==> config.mk <==
export PLATFORM = sky130hd
export DESIGN_NAME = uart_tx_core
export DESIGN_NICKNAME = d
export VERILOG_FILES = /design/src/rtl/uart_pkg.sv /design/src/rtl/uart_baud_tick.sv /design/src/rtl/uart_tx_core.sv
export SDC_FILE = /design/constraint.sdc
export NUM_CORES = 1
export LEC_CHECK = 0
export BUFFER_PORTS_ARGS = -buffer_cell sky130_fd_sc_hd__clkbuf_2
export CAP_MARGIN = 40
export CORE_ASPECT_RATIO = 1.5
export CORE_UTILIZATION = 55
export CTS_CLUSTER_SIZE = 16
export DETAILED_ROUTE_END_ITERATION = 8
export PLACE_DENSITY = 0.75
export SYNTH_ARGS = -nofsm -noshare
export SYNTH_HDL_FRONTEND = slang
export SYNTH_SLANG_ARGS = --single-unit
==> constraint.sdc <==
create_clock -name clk -period 3.3 [get_ports clk]
set_input_delay 0.33 -clock clk [delete_from_list [all_inputs] [get_ports clk]]
set_output_delay 0.33 -clock clk [all_outputs]
set_load 0.03 [all_outputs]
==> src/rtl/uart_pkg.sv <==
// Shared UART definitions: line states, data width, bit-period helper.
package uart_pkg;

   localparam int unsigned UART_DATA_W = 8;

   typedef enum logic [1:0] {
      IDLE  = 2'd0,
      START = 2'd1,
      DATA  = 2'd2,
      STOP  = 2'd3
   } uart_state_t;

   // Clock cycles per line bit, truncating integer division.
   function automatic int unsigned clks_per_bit(input int unsigned freq_hz,
                                                input int unsigned bit_rate);
      return freq_hz / bit_rate;
   endfunction

endpackage

==> src/rtl/uart_baud_tick.sv <==
// Bit-period counter; tick is a registered pulse aligned with the terminal count.
module uart_baud_tick #(
   parameter int unsigned CLKS_PER_BIT = 104
) (
   input  logic clk,
   input  logic rst,
   input  logic clear,
   input  logic en,
   output logic tick
);

   localparam int unsigned CNT_W = (CLKS_PER_BIT > 2) ? $clog2(CLKS_PER_BIT) : 1;

   logic [CNT_W-1:0] cnt;

   // Count 0..CLKS_PER_BIT-1 while enabled; tick is raised one edge early so it
   // is high in exactly the cycle where the count sits at its terminal value.
   always_ff @(posedge clk) begin
      if (rst || clear) begin
         cnt  <= '0;
         tick <= 1'b0;
      end else if (en) begin
         if (cnt == CNT_W'(CLKS_PER_BIT - 1)) begin
            cnt <= '0;
         end else begin
            cnt <= cnt + CNT_W'(1);
         end
         tick <= (cnt == CNT_W'(CLKS_PER_BIT - 2));
      end else begin
         tick <= 1'b0;
      end
   end

endmodule

==> src/rtl/uart_tx_core.sv <==
// 8N1 UART transmitter: start bit, 8 data bits LSB first, one stop bit.
module uart_tx_core
   import uart_pkg::*;
#(
   parameter int unsigned clk_freq  = 1000000,
   parameter int unsigned baud_rate = 9600
) (
   input  logic                   clk,
   input  logic                   rst,
   input  logic                   txStart,
   input  logic [UART_DATA_W-1:0] txData,
   output logic                   tx,
   output logic                   busy,
   output logic                   doneTx
);

   localparam int unsigned CLKS_PER_BIT = clks_per_bit(clk_freq, baud_rate);
   localparam int unsigned IDX_W        = 3;

   if (CLKS_PER_BIT < 2) begin : g_cpb_check
      $error("uart_tx_core: clk_freq/baud_rate must be at least 2");
   end

   uart_state_t            state, state_nxt;
   logic [UART_DATA_W-1:0] shift_q, shift_nxt;
   logic [IDX_W-1:0]       idx_q, idx_nxt;
   logic                   tx_nxt, busy_nxt, done_nxt;
   logic                   bit_end;
   logic                   baud_clear;
   logic                   baud_en;

   // Counter is held at zero while idle, so every frame starts on a clean bit period.
   assign baud_clear = (state == IDLE);
   assign baud_en    = (state != IDLE);

   uart_baud_tick #(
      .CLKS_PER_BIT(CLKS_PER_BIT)
   ) u_baud (
      .clk  (clk),
      .rst  (rst),
      .clear(baud_clear),
      .en   (baud_en),
      .tick (bit_end)
   );

   // State and registered line outputs.
   always_ff @(posedge clk) begin
      if (rst) begin
         state   <= IDLE;
         shift_q <= '0;
         idx_q   <= '0;
         tx      <= 1'b1;
         busy    <= 1'b0;
         doneTx  <= 1'b0;
      end else begin
         state   <= state_nxt;
         shift_q <= shift_nxt;
         idx_q   <= idx_nxt;
         tx      <= tx_nxt;
         busy    <= busy_nxt;
         doneTx  <= done_nxt;
      end
   end

   // Next state and next values of the registered outputs.
   always_comb begin
      state_nxt = state;
      shift_nxt = shift_q;
      idx_nxt   = idx_q;
      tx_nxt    = tx;
      busy_nxt  = busy;
      done_nxt  = 1'b0;

      case (state)
         IDLE: begin
            tx_nxt   = 1'b1;
            busy_nxt = 1'b0;
            if (txStart) begin
               shift_nxt = txData;
               state_nxt = START;
               tx_nxt    = 1'b0;
               busy_nxt  = 1'b1;
            end
         end
         START: begin
            tx_nxt = 1'b0;
            if (bit_end) begin
               state_nxt = DATA;
               idx_nxt   = '0;
               tx_nxt    = shift_q[0];
            end
         end
         DATA: begin
            tx_nxt = shift_q[0];
            if (bit_end) begin
               shift_nxt = {1'b0, shift_q[UART_DATA_W-1:1]};
               if (idx_q == IDX_W'(UART_DATA_W - 1)) begin
                  state_nxt = STOP;
                  tx_nxt    = 1'b1;
               end else begin
                  idx_nxt = idx_q + IDX_W'(1);
                  tx_nxt  = shift_q[1];
               end
            end
         end
         STOP: begin
            tx_nxt = 1'b1;
            if (bit_end) begin
               state_nxt = IDLE;
               busy_nxt  = 1'b0;
               done_nxt  = 1'b1;
            end
         end
         default: begin
            state_nxt = IDLE;
            tx_nxt    = 1'b1;
            busy_nxt  = 1'b0;
         end
      endcase
   end

endmodule

## Yosys cells after proc, flatten, opt, wreduce, memory -nomap -nowiden

Index checks and enable logic that the tools add are counted.

| word-level totals | value |
|---|---|
| output and inout port bits | 3 |
| word-level logic and storage cells | 59 |
| flip-flop bits (word level) | 24 |

| cells by class | value |
|---|---|
| bitwise gates (word level) | 2 |
| add/sub/neg operators | 2 |
| multiplexer cells | 23 |
| reductions and logical operators | 12 |
| eq/ne operators | 12 |

Operators with widths:

| operator | count |
|---|---|
| $mux W8 | 2 |
| $pmux W8 S2 | 1 |
| $eq A7 B7 Y1 const B | 2 |
| $mux W2 | 5 |
| $mux W3 | 3 |
| $pmux W2 S4 | 1 |
| $reduce_bool A2 Y1 | 4 |
| $add A7 B1 Y7 const B | 1 |
| $mux W1 | 7 |
| $mux W7 | 1 |
| $ne A2 B1 Y1 const B | 3 |
| $ne A2 B2 Y1 const B | 3 |
| $pmux W3 S2 | 1 |
| $reduce_and A5 Y1 | 1 |
| $eq A2 B2 Y1 const B | 2 |
| $pmux W1 S4 | 1 |
| $reduce_and A4 Y1 | 1 |
| $reduce_or A2 Y1 | 2 |
| $add A3 B1 Y3 const B | 1 |
| $eq A3 B3 Y1 const B | 1 |
| $reduce_and A3 Y1 | 1 |
| $eq A2 B1 Y1 const B | 1 |
| $logic_not A2 Y1 | 1 |
| $not A1 Y1 | 2 |
| other kinds (3) | 3 |

## Longest topological paths before layout

| logic depth | value |
|---|---|
| depth after elaboration | 4 |
| depth in mapped cells | 8 |
| gate-level depth less buffers | 6 |

## Modules after synthesis

A second synthesis with hierarchy kept.

| second synthesis, totals | value |
|---|---|
| cells, all modules | 134 |
| area, all modules | 1290.0 um^2 |

By module, submodules not included:

| module | instances | cells an instance | area an instance (um^2) |
|---|---|---|---|
| uart_tx_core | 1 | 92 | 905.9 |
| uart_baud_tick | 1 | 42 | 384.1 |

## Worst setup path after synthesis

No wires, ideal clock.

| path | value |
|---|---|
| path kind | register to register |
| start point | register idx_q[0] |
| end point | register tx |
| cell stages (with the launch flop) | 6 |
| data arrival time | 1.454 ns |
| setup time | 0.114 ns |
| setup slack | 1.732 ns |
| required time | 3.186 ns |
| period minus slack after synthesis | 1.568 ns |
| cells stage by stage | dfxtp_1 ha_1 ha_1 o211a_1 a2111o_1 a21o_1 |

| on the way | value |
|---|---|
| word-level cells in the longest chain between the ends | 4 |

RTL lines:

| element | RTL line | text |
|---|---|---|
| start: declaration | uart_tx_core.sv:26 | `logic [IDX_W-1:0] idx_q, idx_nxt;` |
| start signal: assignment | uart_tx_core.sv:58 | `idx_q <= idx_nxt;` |
| $eq A3 B3 Y1 | uart_tx_core.sv:97 | `if (idx_q == IDX_W'(UART_DATA_W - 1)) begin` |
| $mux W1 | uart_tx_core.sv:97 |  |
| $mux W1 | uart_tx_core.sv:95 | `if (bit_end) begin` |
| $pmux W1 S4 | uart_tx_core.sv:74 | `case (state)` |
| end signal: assignment | uart_tx_core.sv:59 | `tx <= tx_nxt;` |
| end: declaration | uart_tx_core.sv:12 | `output logic tx,` |

Every way passes these cells.
A chain may end at the register's enable or synchronous reset.

## Worst setup path in the final report

| path | value |
|---|---|
| start point | register state[0] |
| end point | register state[1] |

| on the way | value |
|---|---|
| word-level cells in the longest chain between the ends | 3 |
| elaborated cells on any way between the ends | 11 |
| those cells by class | 8 x eq/ne; 1 x mux; 2 x reduce/logical |

RTL lines:

| element | RTL line | text |
|---|---|---|
| start: declaration | uart_tx_core.sv:24 | `uart_state_t state, state_nxt;` |
| start signal: assignment | uart_tx_core.sv:56 | `state <= state_nxt;` |
| $eq A2 B1 Y1, or another cell as far along | uart_tx_core.sv:74 |  |
| $ne A2 B1 Y1 (no line) / $ne A2 B2 Y1 (equally long branches) | - |  |
| $reduce_and A5 Y1 (no line) | - |  |

Parallel ways exist; a longest one is shown, timed or not.

==> flow_summary.html <==
<table>
<tr><th>Metric</th><th>Value</th></tr>
<tr><th colspan="2">Routing</th></tr>
<tr><td>Post-detailed-route via-to-cell ratio</td><td>5.86</td></tr>
<tr><td>Final wirelength</td><td>2160 um</td></tr>
<tr><td>Antenna-violating nets left</td><td>0</td></tr>
<tr><td>Routed wirelength normalized by instance count</td><td>13.4 um</td></tr>
<tr><td>First-pass iteration count of the detailed router</td><td>4</td></tr>
<tr><td>DRC Markers</td><td>0</td></tr>
<tr><td>DR iter-0 viols</td><td>14</td></tr>
<tr><td>Detailed-route via count</td><td>943</td></tr>
<tr><th colspan="2">Logic synthesis</th></tr>
<tr><td>Async set-or-reset flop fraction in the synthesized netlist</td><td>0</td></tr>
<tr><td>Cell area after technology mapping</td><td>1260 um^2</td></tr>
<tr><td>Syn. warnings</td><td>0</td></tr>
<tr><td>Prevailing post-synth register cell</td><td>dfxtp_1</td></tr>
<tr><td>Most frequently used cell type in the post-synthesis netlist</td><td>dfxtp_1</td></tr>
<tr><td>Synthesized area per cell</td><td>9.63 um^2</td></tr>
<tr><td>Instance count of the mapped netlist</td><td>131</td></tr>
<tr><td>Dominant cells by area after synthesis</td><td>dfxtp_1 (38%), ha_1 (8.9%), a211oi_2 (6.9%)</td></tr>
<tr><td>Synth Net Count</td><td>151</td></tr>
<tr><td>Seq cells post-synth</td><td>24</td></tr>
<tr><td>Post-synthesis cell type with the largest combined area</td><td>dfxtp_1</td></tr>
<tr><td>Portion of the post-synthesis area used by sequential elements</td><td>0.381</td></tr>
<tr><td>Number of synthesized flops with an enable pin</td><td>0</td></tr>
<tr><td>Top cell types by occurrence after synthesis</td><td>dfxtp_1 (24), nor2_1 (16), ha_1 (9)</td></tr>
<tr><td>Count of cell types in the netlist</td><td>38</td></tr>
<tr><td>Fraction of synthesized cell area taken by the top area cell type</td><td>0.381</td></tr>
<tr><th colspan="2">CTS</th></tr>
<tr><td>Number of buffers added to fix hold violations after cts</td><td>0</td></tr>
<tr><td>Num Clock Sinks</td><td>24</td></tr>
<tr><td># H-tree levels</td><td>1</td></tr>
<tr><td>CTS tree</td><td>built</td></tr>
<tr><td>Post CTS Setup Buffer Count</td><td>0</td></tr>
<tr><td>Buffer depth of the longest clock path</td><td>2</td></tr>
<tr><td>Post_cts resized</td><td>0</td></tr>
<tr><td>Root buffer cell</td><td>clkbuf_4</td></tr>
<tr><td>Latest clock arrival within the worst-skew pair</td><td>0.30 ns</td></tr>
<tr><td>Num CTS Buffers</td><td>3</td></tr>
<tr><td>CTS clock-pin slew for the worst setup and hold paths</td><td>0.12 ns</td></tr>
<tr><th colspan="2">Timing</th></tr>
<tr><td>Final Hold Vio Count</td><td>0</td></tr>
<tr><td>Final period demand of the worst path</td><td>2.03 ns</td></tr>
<tr><td>Number of slew-limit violations in the final report</td><td>0</td></tr>
<tr><td>Transition time at the pin with the least slew margin</td><td>0.839 ns</td></tr>
<tr><td>Final count of negative-setup-slack endpoints</td><td>0</td></tr>
<tr><td>Headroom to the max-slew limit</td><td>0.441</td></tr>
<tr><td>Setup TNS after final layout</td><td>0 ns</td></tr>
<tr><td>Setup repair after global routing missed its margin</td><td>false</td></tr>
<tr><td>Final setup skew</td><td>0.00106 ns</td></tr>
<tr><td>Maximum frequency from static timing analysis</td><td>493 MHz</td></tr>
<tr><td>Crit share post-route</td><td>0.614</td></tr>
<tr><th colspan="2">Layout</th></tr>
<tr><td>FILL cells</td><td>188</td></tr>
<tr><td>Fraction of final layout cells with drive strength greater than 1</td><td>0.216</td></tr>
<tr><td>Storage cell area</td><td>480 um^2</td></tr>
<tr><td>Area occupied by multi-input gates</td><td>698 um^2</td></tr>
<tr><td>Final Non-Filler Cells</td><td>161</td></tr>
<tr><td>Syn-to-layout area delta</td><td>4.07%</td></tr>
<tr><td>Area of all placed cells without fillers</td><td>1310 um^2</td></tr>
<tr><td>Antenna diode count</td><td>0</td></tr>
<tr><td># nets final</td><td>161</td></tr>
<tr><th colspan="2">Setup path</th></tr>
<tr><td>Signal arrival time at the worst endpoint</td><td>2.22 ns</td></tr>
<tr><td>Crit-path cells</td><td>inv_1, ha_1, nor3_2, o221ai_1, mux2i_1, nor2_1</td></tr>
<tr><td>Critical Path RT</td><td>3.49 ns</td></tr>
<tr><td>Slowest CP cell</td><td>ha_1</td></tr>
<tr><td>Worst r2r src</td><td>state[0]</td></tr>
<tr><td>Worst stage delay on the critical path</td><td>0.72 ns</td></tr>
<tr><td>Crit Path Max Fanout</td><td>18</td></tr>
<tr><td>Capture point of the worst reg-to-reg path</td><td>state[1]</td></tr>
<tr><td>Worst Reg-to-Reg Cells</td><td>6</td></tr>
<tr><td>Critical Path Source Type</td><td>register</td></tr>
<tr><td>Nature of the critical path endpoint</td><td>register</td></tr>
<tr><td>Reg-to-reg setup timing slack</td><td>1.27 ns</td></tr>
<tr><td>Startpoint-to-endpoint class of the critical path</td><td>reg2reg</td></tr>
<tr><th colspan="2">Min path</th></tr>
<tr><td>Hold path cells</td><td>3</td></tr>
<tr><td>Hold Path Sink</td><td>tx</td></tr>
<tr><td>Worst Hold Launch</td><td>txStart</td></tr>
<tr><td>Worst Hold Class</td><td>in2reg</td></tr>
<tr><th colspan="2">Global route</th></tr>
<tr><td>Total grt overflow</td><td>0</td></tr>
<tr><td>Maximum number of pins on one net before global-route repair</td><td>22</td></tr>
<tr><td>Antenna violations before repair</td><td>0</td></tr>
<tr><td>GRT Util Overall</td><td>0.199</td></tr>
<tr><td>Via count of the first global-routing pass</td><td>870</td></tr>
<tr><td>Global-route wire length before repair</td><td>3380 um</td></tr>
<tr><th colspan="2">Floorplan</th></tr>
<tr><td>Chip Height</td><td>60.7 um</td></tr>
<tr><td>Core Area</td><td>2100 um^2</td></tr>
<tr><td>Initial cell density of the core</td><td>0.600</td></tr>
<tr><td>I/O pin cnt</td><td>14</td></tr>
<tr><td>Die X</td><td>41.1 um</td></tr>
<tr><td>Count of standard-cell rows</td><td>20</td></tr>
<tr><td>Area of the die</td><td>2490 um^2</td></tr>
<tr><th colspan="2">Pwr</th></tr>
<tr><td>Leakage</td><td>0.521 nW</td></tr>
<tr><td>Max VDD drop</td><td>430 uV</td></tr>
<tr><td>Cell Pwr Density</td><td>795 nW/um^2</td></tr>
<tr><td>Post-layout power</td><td>0.00104 W</td></tr>
<tr><th colspan="2">Placement</th></tr>
<tr><td>Cell area after placement</td><td>1290 um^2</td></tr>
<tr><td>Placer Congestion</td><td>0.716</td></tr>
<tr><td>Post-placement cell count</td><td>158</td></tr>
<tr><td>HPWL after detailed placement</td><td>1630 um</td></tr>
<tr><td>Count of buffers from port buffering</td><td>13</td></tr>
<tr><th colspan="2">Job</th></tr>
<tr><td>MaxCap Viol Count</td><td>0</td></tr>
<tr><th colspan="2">Outcome</th></tr>
<tr><td>Outcome</td><td>finished, final reports clean</td></tr>
</table>
[cell type report]
type                            count  share of cell area
Tap cell                           22              0.0210
Timing Repair Buffer               13              0.0496
Sequential cell                    24               0.366
Inverter                            5              0.0143
Multi-Input combinational cell     94               0.532
Clock buffer                        3              0.0172
[layout by cell type (no fill, tap or decap), drive strengths merged]
cell and count:
nand4 4, nand2b 4, xor2 3, nor4 1
xnor2 1, mux2i 8, nand2 8, a21o 1
ha 9, a2bb2oi 1, a2111o 1, nor2 16
inv 5, a21oi 6, and3b 1, nor3 5
o21ai 4, o211a 2, a41oi 1, nand3b 1
a211oi 8, dfxtp 24, nand3 5, clkbuf 16
nor3b 1, nor2b 2, o221ai 1
[how the worst max path moves through the flow]
stage | from | endpoint
2_1_floorplan | idx_q[0] | tx
3_3_place_gp | state[0] | state[1]
3_5_place_dp | state[0] | state[1]
4_1_cts | state[0] | state[1]
5_1_grt | state[0] | state[1]
6_report | state[0] | state[1]
[critical path, delay by kind of cell (launching register included)]
kind | cells | cell delay, ns
compound gates | 1 | 0.30
fa+ha+maj | 1 | 0.72
buf+inv | 1 | 0.12
flops | 1 | 0.36
mux | 1 | 0.22
simple gates | 2 | 0.18
[registers in the layout, indices dropped and copies added (netlist names)]
| register | flops |
|---|---|
| shift_q | 8 |
| busy | 1 |
| tx | 1 |
| idx_q | 3 |
| u_baud.cnt | 7 |
| doneTx | 1 |
| u_baud.tick | 1 |
| state | 2 |
[stage by stage]
| stage | hold WS, ns | setup WS (ns) | utilization |
|---|---|---|---|
| 5_1_grt | 0.316 | 1.10 | 0.624 |
| 3_5_place_dp | 0.461 | 1.30 | 0.614 |
| 3_3_place_gp | 0.445 | 1.39 | 0.614 |
| 6_report | 0.295 | 1.27 | 0.624 |
| 4_1_cts | 0.290 | 1.28 | 0.624 |
| 2_1_floorplan | 0.436 | 1.73 | - |
[metal layers]
layer	routed length, um	track usage	up-vias
met1	843	0.190	452
met2	1240	0.384	11
li1	-	-	478
met3	52	0.0440	2
met5	0	0	-
met4	24	0.0691	0
[kinds of logic after synthesis]
| kind of cell | Yosys count | synth area share |
|---|---|---|
| and+or+nand+nor | 48 | 0.200 |
| AOI/OAI and AO/OA | 25 | 0.173 |
| DFF | 24 | 0.381 |
| buffers and inverters | 13 | 0.0655 |
| adders and majority gates | 9 | 0.0893 |
| muxes | 8 | 0.0635 |
| xor gates and xnor gates | 4 | 0.0278 |
[report_power, final]
part	internal, W	switching (W)	total [W]
logic	0.000215	0.000307	0.000522
registers	0.000356	0.0000413	0.000397
clock network	0.0000425	0.0000820	0.000125
total	0.000613	0.000430	0.00104
Power figures use the tool's default switching activity.
